File: src/rtl/i2c_pkg.sv
// ---------------------------------------------------------------------------
// i2c_pkg
// Shared definitions for the I2C init sequencer slice: FSM state encoding,
// the default peripheral address and the init-table geometry.
// No ports (package).
// ---------------------------------------------------------------------------
package i2c_pkg;

    localparam logic [6:0]  DEFAULT_PERIPH_ADDR = 7'h1A;
    localparam int unsigned ROM_INDEX_W         = 4;
    localparam int unsigned ROM_DATA_W          = 16;

    typedef enum logic [2:0] {
        ST_IDLE  = 3'd0,
        ST_ISSUE = 3'd1,
        ST_WAIT  = 3'd2,
        ST_GAP   = 3'd3,
        ST_DONE  = 3'd4,
        ST_ERROR = 3'd5
    } seq_state_e;

endpackage

File: src/rtl/i2c_init_sequencer_if.sv
// ---------------------------------------------------------------------------
// i2c_init_sequencer_if
// Write-transaction handshake between the init sequencer and an I2C master.
//   txn_req   : sequencer requests a write
//   txn_ready : master can accept the request
//   txn_addr  : 7-bit target address
//   txn_data  : {reg byte, data byte}
//   txn_done  : one-cycle pulse when the transaction ends
//   txn_nack  : qualifies txn_done, 1 = NACK
// Modport master = sequencer side, slave = I2C master engine side.
// ---------------------------------------------------------------------------
interface i2c_init_sequencer_if;
    import i2c_pkg::*;

    logic                  txn_req;
    logic                  txn_ready;
    logic [6:0]            txn_addr;
    logic [ROM_DATA_W-1:0] txn_data;
    logic                  txn_done;
    logic                  txn_nack;

    modport master (
        output txn_req, txn_addr, txn_data,
        input  txn_ready, txn_done, txn_nack
    );

    modport slave (
        input  txn_req, txn_addr, txn_data,
        output txn_ready, txn_done, txn_nack
    );

endinterface

File: src/rtl/i2c_init_rom.sv
// ---------------------------------------------------------------------------
// i2c_init_rom
// Purely combinational init table: {reg byte, data byte} per entry.
//   index_i : table entry (4 bits)
//   word_o  : table word; entries at or beyond NUM_WRITES read as zero
// ---------------------------------------------------------------------------
module i2c_init_rom
    import i2c_pkg::*;
#(
    parameter int unsigned NUM_WRITES = 10
)(
    input  logic [ROM_INDEX_W-1:0] index_i,
    output logic [ROM_DATA_W-1:0]  word_o
);

    logic [ROM_DATA_W-1:0] rawWord;

    // Fixed codec bring-up table; unused tail entries are masked so a
    // shorter table never exposes stale words.
    always_comb begin
        rawWord = '0;
        case (index_i)
            4'd0:    rawWord = 16'h1E00;
            4'd1:    rawWord = 16'h0017;
            4'd2:    rawWord = 16'h0217;
            4'd3:    rawWord = 16'h0479;
            4'd4:    rawWord = 16'h0679;
            4'd5:    rawWord = 16'h0812;
            4'd6:    rawWord = 16'h0A00;
            4'd7:    rawWord = 16'h0C00;
            4'd8:    rawWord = 16'h0E42;
            4'd9:    rawWord = 16'h1001;
            4'd10:   rawWord = 16'h1201;
            4'd11:   rawWord = 16'h1400;
            4'd12:   rawWord = 16'h1600;
            4'd13:   rawWord = 16'h1800;
            4'd14:   rawWord = 16'h1A00;
            4'd15:   rawWord = 16'h1C00;
            default: rawWord = '0;
        endcase
        word_o = (32'(index_i) < NUM_WRITES) ? rawWord : '0;
    end

endmodule

File: src/rtl/i2c_init_sequencer.sv
// ---------------------------------------------------------------------------
// i2c_init_sequencer
// Walks the init table, issuing one I2C write per entry with retry on NACK
// or timeout, an idle gap between transactions, and done/error status.
//   clk     : clock, rising edge
//   reset_n : asynchronous active-low reset
//   start   : run the table (honoured only in IDLE/DONE/ERROR)
//   bus     : transaction handshake to the I2C master (master modport)
//   busy    : sequence in progress
//   done    : all entries acknowledged (held until next start)
//   error   : sequence aborted after MAX_RETRIES failures (held)
//   index   : current table entry
// ---------------------------------------------------------------------------
module i2c_init_sequencer
    import i2c_pkg::*;
#(
    parameter logic [6:0]  PERIPH_ADDR    = DEFAULT_PERIPH_ADDR,
    parameter int unsigned NUM_WRITES     = 10,
    parameter int unsigned MAX_RETRIES    = 3,
    parameter int unsigned GAP_CYCLES     = 16,
    parameter int unsigned TIMEOUT_CYCLES = 4096
)(
    input  logic                   clk,
    input  logic                   reset_n,
    input  logic                   start,
    i2c_init_sequencer_if.master   bus,
    output logic                   busy,
    output logic                   done,
    output logic                   error,
    output logic [ROM_INDEX_W-1:0] index
);

    // One counter serves both the gap and the wait timeout, so it is
    // sized for whichever limit is larger.
    localparam int unsigned CNT_MAX = (TIMEOUT_CYCLES > GAP_CYCLES) ? TIMEOUT_CYCLES : GAP_CYCLES;
    localparam int unsigned CNT_W   = $clog2(CNT_MAX + 1);
    localparam int unsigned RETRY_W = $clog2(MAX_RETRIES + 1);

    localparam logic [CNT_W-1:0]       TIMEOUT_LAST = CNT_W'(TIMEOUT_CYCLES - 1);
    localparam logic [CNT_W-1:0]       GAP_LAST     = CNT_W'(GAP_CYCLES - 1);
    localparam logic [RETRY_W-1:0]     RETRY_LIMIT  = RETRY_W'(MAX_RETRIES);
    localparam logic [ROM_INDEX_W-1:0] LAST_IDX     = ROM_INDEX_W'(NUM_WRITES - 1);

    seq_state_e             state_q, state_d;
    logic [ROM_INDEX_W-1:0] idx_q, idx_d;
    logic [RETRY_W-1:0]     retry_q, retry_d;
    logic [CNT_W-1:0]       cnt_q, cnt_d;
    logic [RETRY_W-1:0]     retryInc;

    assign retryInc = retry_q + RETRY_W'(1);

    // State register; reset drops everything back to IDLE immediately,
    // even in the middle of an outstanding transaction.
    always_ff @(posedge clk or negedge reset_n) begin
        if (!reset_n) begin
            state_q <= ST_IDLE;
            idx_q   <= '0;
            retry_q <= '0;
            cnt_q   <= '0;
        end else begin
            state_q <= state_d;
            idx_q   <= idx_d;
            retry_q <= retry_d;
            cnt_q   <= cnt_d;
        end
    end

    // Next-state logic. A timeout in WAIT takes the same path as a NACK,
    // so one retry budget covers both kinds of failure.
    always_comb begin
        state_d = state_q;
        idx_d   = idx_q;
        retry_d = retry_q;
        cnt_d   = cnt_q;
        case (state_q)
            ST_IDLE, ST_DONE, ST_ERROR: begin
                if (start) begin
                    state_d = ST_ISSUE;
                    idx_d   = '0;
                    retry_d = '0;
                    cnt_d   = '0;
                end
            end
            ST_ISSUE: begin
                if (bus.txn_ready) begin
                    state_d = ST_WAIT;
                    cnt_d   = '0;
                end
            end
            ST_WAIT: begin
                if (bus.txn_done && !bus.txn_nack) begin
                    cnt_d = '0;
                    if (idx_q == LAST_IDX) begin
                        state_d = ST_DONE;
                    end else begin
                        idx_d   = idx_q + ROM_INDEX_W'(1);
                        retry_d = '0;
                        state_d = ST_GAP;
                    end
                end else if (bus.txn_done || (cnt_q == TIMEOUT_LAST)) begin
                    cnt_d   = '0;
                    retry_d = retryInc;
                    state_d = (retryInc == RETRY_LIMIT) ? ST_ERROR : ST_GAP;
                end else begin
                    cnt_d = cnt_q + CNT_W'(1);
                end
            end
            ST_GAP: begin
                if (cnt_q == GAP_LAST) begin
                    state_d = ST_ISSUE;
                    cnt_d   = '0;
                end else begin
                    cnt_d = cnt_q + CNT_W'(1);
                end
            end
            default: state_d = ST_IDLE;
        endcase
    end

    assign bus.txn_req  = (state_q == ST_ISSUE);
    assign bus.txn_addr = PERIPH_ADDR;
    assign busy         = (state_q == ST_ISSUE) || (state_q == ST_WAIT) || (state_q == ST_GAP);
    assign done         = (state_q == ST_DONE);
    assign error        = (state_q == ST_ERROR);
    assign index        = idx_q;

    i2c_init_rom #(
        .NUM_WRITES (NUM_WRITES)
    ) u_rom (
        .index_i (idx_q),
        .word_o  (bus.txn_data)
    );

endmodule
File: src/flat_wrapper.sv
// flat-port wrapper written by rule: the top's interface ports become plain ports
module i2c_init_sequencer_flat import i2c_pkg::*;
#(
    parameter logic [6:0]  PERIPH_ADDR    = DEFAULT_PERIPH_ADDR,
    parameter int unsigned NUM_WRITES     = 10,
    parameter int unsigned MAX_RETRIES    = 3,
    parameter int unsigned GAP_CYCLES     = 16,
    parameter int unsigned TIMEOUT_CYCLES = 4096
)
  (clk, reset_n, start, busy, done, error, index, bus_txn_req, bus_txn_addr, bus_txn_data, bus_txn_ready, bus_txn_done, bus_txn_nack);
  i2c_init_sequencer_if bus_i ();
  input  logic clk;
  input  logic reset_n;
  input  logic start;
  output logic busy;
  output logic done;
  output logic error;
  output logic [ROM_INDEX_W-1:0] index;
  output wire logic [$bits(bus_i.txn_req)-1:0] bus_txn_req;
  output wire logic [$bits(bus_i.txn_addr)-1:0] bus_txn_addr;
  output wire logic [$bits(bus_i.txn_data)-1:0] bus_txn_data;
  input wire logic [$bits(bus_i.txn_ready)-1:0] bus_txn_ready;
  input wire logic [$bits(bus_i.txn_done)-1:0] bus_txn_done;
  input wire logic [$bits(bus_i.txn_nack)-1:0] bus_txn_nack;
  assign bus_txn_req = bus_i.txn_req;
  assign bus_txn_addr = bus_i.txn_addr;
  assign bus_txn_data = bus_i.txn_data;
  assign bus_i.txn_ready = bus_txn_ready;
  assign bus_i.txn_done = bus_txn_done;
  assign bus_i.txn_nack = bus_txn_nack;
  i2c_init_sequencer #(.PERIPH_ADDR(PERIPH_ADDR), .NUM_WRITES(NUM_WRITES), .MAX_RETRIES(MAX_RETRIES), .GAP_CYCLES(GAP_CYCLES), .TIMEOUT_CYCLES(TIMEOUT_CYCLES)) u_core (.clk(clk), .reset_n(reset_n), .start(start), .bus(bus_i), .busy(busy), .done(done), .error(error), .index(index));
endmodule
File: config.mk
export PLATFORM = sky130hd
export DESIGN_NAME = i2c_init_sequencer_flat
export DESIGN_NICKNAME = d
export VERILOG_FILES = /design/src/rtl/i2c_pkg.sv /design/src/rtl/i2c_init_sequencer_if.sv /design/src/rtl/i2c_init_rom.sv /design/src/rtl/i2c_init_sequencer.sv /design/src/flat_wrapper.sv
export SDC_FILE = /design/constraint.sdc
export NUM_CORES = 1
export LEC_CHECK = 0
export CORE_MARGIN = 2
export CORE_UTILIZATION = 33
export CTS_CLUSTER_DIAMETER = 40
export DETAILED_ROUTE_END_ITERATION = 10
export GPL_TIMING_DRIVEN = 0
export SLEW_MARGIN = 20
export SYNTH_ARGS = -nofsm -noshare
export SYNTH_HDL_FRONTEND = slang
export SYNTH_HIERARCHICAL = 1
export SYNTH_SLANG_ARGS = --single-unit
File: constraint.sdc
create_clock -name clk -period 1.7 [get_ports clk]
set_input_delay 0.51 -clock clk [delete_from_list [all_inputs] [get_ports clk]]
set_output_delay 0.51 -clock clk [all_outputs]
set_load 0.02 [all_outputs]
Word level (Yosys, flattened, before mapping). Memory sizes are Yosys's and may differ from the RTL's. Index checks and enable logic that the tools add are counted.

Reduce and logical (&&, ||, !) cells: 13. Multiplexer cells: 24. Equal/unequal tests: 16. $add $sub $neg: 3. Magnitude comparators: 1.

Operators with widths (number): $mux 13 (5); $pmux 13 s4 (1); $mux 3 (7); $mux 16 (1); $add 13x1->13 const B (1); $eq 13x12->1 const B (1); $eq 13x4->1 const B (1); $mux 4 (3); $pmux 3 s4 (1); $reduce_and 4->1 (3); $mux 2 (4); $pmux 4 s2 (1); $eq 3x2->1 const B (2); $eq 3x3->1 const B (2); $ne 2x1->1 const B (3); $add 4x1->4 const B (1); $eq 4x4->1 const B (1); $lt 4x4->1 const B (1); $ne 2x2->1 const B (2); $pmux 2 s2 (1); $reduce_bool 4->1 (1); $eq 3x1->1 const B (1); $logic_not 3->1 (1); $logic_or 1x1->1 (3); other kinds (9) (9).

Word-level logic and storage cells: 62. Bits in registers: 22. Output and inout bits: 31. Input bits: 6. Memories: 1. Memory bits (read-only): 176.

Memory list: (name not given) (words 16, width 11, read ports 1, clocked after Yosys merged registers in 0, write ports 0, line i2c_init_rom.sv:22) `case (index_i)`.

Logic depth before layout (Yosys ltp).
Depth after elaboration: 6. Gate-level depth with buffers: 6. Gate-level depth less buffers: 6.

By module. The synthesis kept the hierarchy.

By module, submodules not included: i2c_init_sequencer (area an instance 1493.9 sq um, sequential area each 550.5 sq um, times used 1, cells an instance 169); i2c_init_rom (area an instance 265.3 sq um, sequential area each 0.0 sq um, times used 1, cells an instance 39).

Least setup slack after synthesis. No wires, ideal clock.

Path kind: register to output. Start point: register u_core.idx_q[1] (netlist: u_core/index[1]). End point: output bus_txn_data[2]. Slack: -0.410 ns. Arrival: 1.600 ns. Data required time: 1.190 ns. Cell stages (with the launch flop): 4. Buffers on the path: 0. Cell sequence: dfrtp_1 inv_1 ha_1 nor3b_1.

Longest elaborated chain between the ends: 2. Elaborated cells on any way between the ends: 3. Classes of those cells: order compare: 1; mux: 1; memory: 1.

RTL lines: start, declared (line i2c_init_sequencer.sv:45) `logic [ROM_INDEX_W-1:0] idx_q, idx_d;`; start signal, assigned (line i2c_init_sequencer.sv:62) `idx_q <= idx_d;`; $mem_v2 16x11 or $lt 4x4->1 (tied branches); $mux 16 * (line i2c_init_rom.sv:41) `word_o = (32'(index_i) < NUM_WRITES) ? rawWord : '0;`; end, declared (line flat_wrapper.sv:21) `output wire logic [$bits(bus_i.txn_data)-1:0] bus_txn_data;`.

Mark *: on every way between the ends. The rest lies on a longest branch, timed or not.

Worst setup path in the final report.
Start point: register u_core.idx_q[1] (netlist: u_core/index[1]). End point: output bus_txn_data[5].

Same word-level chain as after synthesis.

==> impl_table.tex <==
\begin{tabular}{lr}
\hline
Metric & Value \\
\hline
\multicolumn{2}{l}{\textbf{Logic synthesis}} \\
\#FFs+latches synth & 22 \\
Warnings from Yosys & 6 \\
Adder-cell area share of the yosys netlist & 0.0569 \\
Mean cell area of the mapped netlist & 8.46 µm² \\
Yosys cell types & 55 \\
Top FF cell, synth & sky130\_fd\_sc\_hd\_\_dfrtp\_1 \\
Number of enable-type register cells in the synthesized netlist & 0 \\
Synthesized-area fraction occupied by and/or/nand/nor cells & 0.245 \\
Xor and xnor fraction of the mapped netlist area & 0.0199 \\
Post-synthesis instance total & 208 \\
Area fraction in compound gates after synthesis & 0.216 \\
Main combinational cell family by area after synthesis & simple AND/OR/NAND/NOR gates \\
Synth async-reset ratio & 1.00 \\
Multiplexer area fraction after synthesis & 0.0235 \\
Syn Std Cell Area & 0.00176 mm² \\
Share of synthesized area occupied by flip-flops and latches & 0.313 \\
\multicolumn{2}{l}{\textbf{Drt}} \\
Via count & 1815 \\
Number of antenna-violating nets in the routed design & 0 \\
Detailed-route DRC error count & 0 \\
DRT Pass-1 Iters & 4 \\
Routed wirelength normalized by instance count & 15.4 µm \\
DRC marker count from the first detailed-route iteration & 79 \\
Via density per instance & 5.19 \\
Aggregate routed wire length & 5400 µm \\
\multicolumn{2}{l}{\textbf{GRT}} \\
Overflow left after global routing & 0 \\
Overall track demand over capacity in global routing & 0.169 \\
Number of antenna violations at the first check in global routing & 0 \\
Global-route wire length before repair & 8290 µm \\
Pin count of the biggest net entering global routing & 23 \\
Number of global-route vias before repair & 1737 \\
\multicolumn{2}{l}{\textbf{Power and ir drop}} \\
Leakage power of the design & 0.00124 µW \\
Power density cells & 1470 mW/mm² \\
Peak supply drop & 0.000972 V \\
\multicolumn{2}{l}{\textbf{Timing}} \\
Count of pins over their slew limit & 0 \\
Unrepaired setup endpoints after global routing & true \\
Transition at the pin with the smallest max-transition slack & 0.513 ns \\
Max frequency & 0.509 GHz \\
Headroom to the max-slew limit & 0.658 \\
Final Hold Vio Count & 0 \\
Setup slack after layout & -0.263 ns \\
Post-route fraction of the period consumed by the critical path & 1.15 \\
Final worst clock skew & 0.00516 ns \\
Total of endpoints with negative setup slack in the final report & 33 \\
Crit path time final & 1.96 ns \\
\multicolumn{2}{l}{\textbf{Clocking}} \\
Number of sinks handled by clock tree synthesis & 22 \\
CTS H-tree lvls & 1 \\
CTS root buf & sky130\_fd\_sc\_hd\_\_clkbuf\_8 \\
Number of buffers on the longest clock path & 2 \\
Clock-pin slew reported for the worst setup and hold paths after clock tree synthesis & 0.08 ns \\
CTS Hold Buffers Added & 0 \\
Later-pin clock latency in the skew report & 0.26 ns \\
CTS tree & done \\
Number of buffers inserted during clock tree synthesis & 3 \\
\multicolumn{2}{l}{\textbf{Setup path}} \\
Highest cell delay on the worst timing path & 0.44 ns \\
Slowest stage cell on the critical path & sky130\_fd\_sc\_hd\_\_dfrtp\_2 \\
Logic depth of the worst register-to-register path & 6 \\
R2R Setup Slk & -0.14 ns \\
Kind of critical path & flip-flop to output pin \\
Endpoint of the lowest-slack register-to-register path & u\_core/retry\_q[1] \\
Crit path capture type & output pin \\
Reg-to-Reg Start & u\_core/state\_q[0] \\
Top cell by count, worst path & sky130\_fd\_sc\_hd\_\_buf\_6 \\
Signal arrival time at the worst endpoint & 1.45 ns \\
Max FO, Critical Path & 6 \\
Required time worst endpoint & 1.19 ns \\
Sort of element at the start of the critical path & flip-flop \\
Ordered list of cells on the worst path & inv\_4, ha\_4, mux2i\_4, nor2\_4, buf\_6, buf\_6 \\
\multicolumn{2}{l}{\textbf{Final layout}} \\
Fill cell count & 465 \\
Final layout net count & 295 \\
Antenna cells & 0 \\
Area taken by multi-input logic gates & 0.00140 mm² \\
Area growth from synthesis to layout & 62.8\% \\
Final core area utilization & 0.557 \\
Proportion of layout cells with a drive suffix above 1 & 0.511 \\
Area taken by flip-flops and latches & 557 µm² \\
\multicolumn{2}{l}{\textbf{Floorplanning}} \\
Top-level port count & 37 \\
Die Footprint & 0.00593 mm² \\
Die X & 77.0 µm \\
Floorplan Core Area & 0.00514 mm² \\
Row count & 26 \\
Chip Height & 77.0 µm \\
Starting Density & 0.342 \\
\multicolumn{2}{l}{\textbf{Placement}} \\
Placer congestion estimate & 0.795 \\
Minimum setup slack after placement & -0.592 ns \\
Count of buffers from port buffering & 24 \\
Detail Placement HPWL & 2970 µm \\
\multicolumn{2}{l}{\textbf{Job}} \\
Number of max-cap violations & 0 \\
\multicolumn{2}{l}{\textbf{Outcome}} \\
Violations in the final reports & setup timing \\
Run status & finished with violations \\
\multicolumn{2}{l}{\textbf{Worst hold path}} \\
Worst min-delay path class & primary input to async pin \\
\hline
\end{tabular}
## how the worst max path moves through the flow
| stage | start | end | slack (ns) | cells past startpoint |
|---|---|---|---|---|
| 6_report | u_core/index[1] | bus_txn_data[5] | -0.26 | 6 |
| 5_1_grt | u_core/index[1] | bus_txn_data[5] | -0.33 | 6 |
| 4_1_cts | u_core/index[1] | bus_txn_data[12] | -0.25 | 6 |
| 3_5_place_dp | bus_txn_done | u_core/cnt_q[3] | -0.59 | 5 |
| 3_3_place_gp | bus_txn_done | u_core/cnt_q[3] | -0.57 | 5 |
| 2_1_floorplan | u_core/index[1] | bus_txn_data[5] | -0.03 | 5 |
## cell families after synthesis
family,Yosys count
simple gates,81
compound gates,51
buf+inv,35
flops,22
fa+ha+maj,8
xor+xnor,4
mux,4
other cells,3
## repair_timing
action                     in CTS  in global routing
gates cloned                    2                  2
buffers inserted               25                 10
pin swaps                      29                 18
gates resized for setup       142                 43
setup endpoints to repair      38                 39
## sequential cells by signal, summed over array words and instances (netlist names)
register / flops
u_core/cnt_q: 13
u_core/index: 4
u_core/state_q: 3
u_core/retry_q: 2
## critical path, delay by kind of cell, from the launching register on
kind | cells | cell delay (ns)
buf+inv | 3 | 0.30
mux | 1 | 0.20
flops | 1 | 0.44
fa+ha+maj | 1 | 0.19
simple gates | 1 | 0.06
## area by class of cell
| type | instances | area share |
|---|---|---|
| tap | 70 | 0.0306 |
| clock buffer | 4 | 0.0192 |
| timing repair buffer | 59 | 0.191 |
| inverter | 14 | 0.0205 |
| buffer | 19 | 0.0555 |
| sequential | 22 | 0.194 |
| multi-input combinational | 162 | 0.489 |
## stage by stage
step | hold WS, ns | power (µW) | cells | TNS [ns] | instance area [µm²]
6_report | 0.208 | 4200 | 350 | -3.52 | 2860
5_1_grt | 0.241 | 4470 | 350 | -5.51 | 2860
4_1_cts | 0.555 | 3800 | 342 | -3.93 | 2650
3_5_place_dp | 0.527 | 2710 | 311 | -19.15 | 2170
3_3_place_gp | 0.523 | 2700 | 311 | -19.09 | 2170
2_1_floorplan | 0.214 | 2080 | 217 | -0.0448 | 1850
## layout by cell type, fill, tap and decap left out, types with 3 or more instances in the layout
master,count
sky130_fd_sc_hd__a21oi_2,4
sky130_fd_sc_hd__buf_2,4
sky130_fd_sc_hd__buf_4,34
sky130_fd_sc_hd__buf_6,32
sky130_fd_sc_hd__clkbuf_8,4
sky130_fd_sc_hd__clkdlybuf4s50_1,3
sky130_fd_sc_hd__conb_1,12
sky130_fd_sc_hd__dfrtp_1,17
sky130_fd_sc_hd__dfrtp_2,5
sky130_fd_sc_hd__dlygate4sd2_1,4
sky130_fd_sc_hd__ha_1,4
sky130_fd_sc_hd__ha_4,3
sky130_fd_sc_hd__inv_1,10
sky130_fd_sc_hd__nand2_1,20
sky130_fd_sc_hd__nand3_1,10
sky130_fd_sc_hd__nand4_1,4
sky130_fd_sc_hd__nor2_1,8
sky130_fd_sc_hd__nor2_4,7
sky130_fd_sc_hd__nor2b_1,3
sky130_fd_sc_hd__o211ai_1,3
sky130_fd_sc_hd__o21ai_0,3
sky130_fd_sc_hd__o21ai_1,6
sky130_fd_sc_hd__o21ai_2,9
sky130_fd_sc_hd__o22ai_2,3
sky130_fd_sc_hd__xor2_1,4
## power by group
part           internal (µW)  switching (µW)  leakage [µW]
clock network            207             176     0.0000288
logic                   1420            1620      0.000926
registers                643             138      0.000287
## per-layer routing
metal | vias up | share of wire | track usage
met5 | - | 0 | 0
met1 | 891 | 0.43 | 0.209
met2 | 51 | 0.52 | 0.304
li1 | 867 | - | -
met4 | 0 | 0.0094 | 0.0429
met3 | 6 | 0.046 | 0.0294
## Yosys cell counts (all sizes together), types with 2 or more instances
master	number	area share
ha	8	0.057
a31oi	2	0.0071
buf	21	0.089
nand2b	4	0.014
o22ai	3	0.014
nor2b	6	0.021
nor3b	2	0.011
a41oi	2	0.021
a22oi	2	0.0085
nand2	20	0.043
nor2	16	0.037
nand4	4	0.014
nand3	11	0.031
inv	14	0.030
and4	3	0.015
conb	3	0.0064
nor3	3	0.0085
dfrtp	22	0.31
a21oi	7	0.024
xor2	4	0.020
and2	2	0.0071
nor4	4	0.014
o21ai	18	0.053
mux2i	3	0.017
a211oi	2	0.011
o21bai	2	0.011
o211ai	4	0.020
Power figures use the tool's default switching activity.
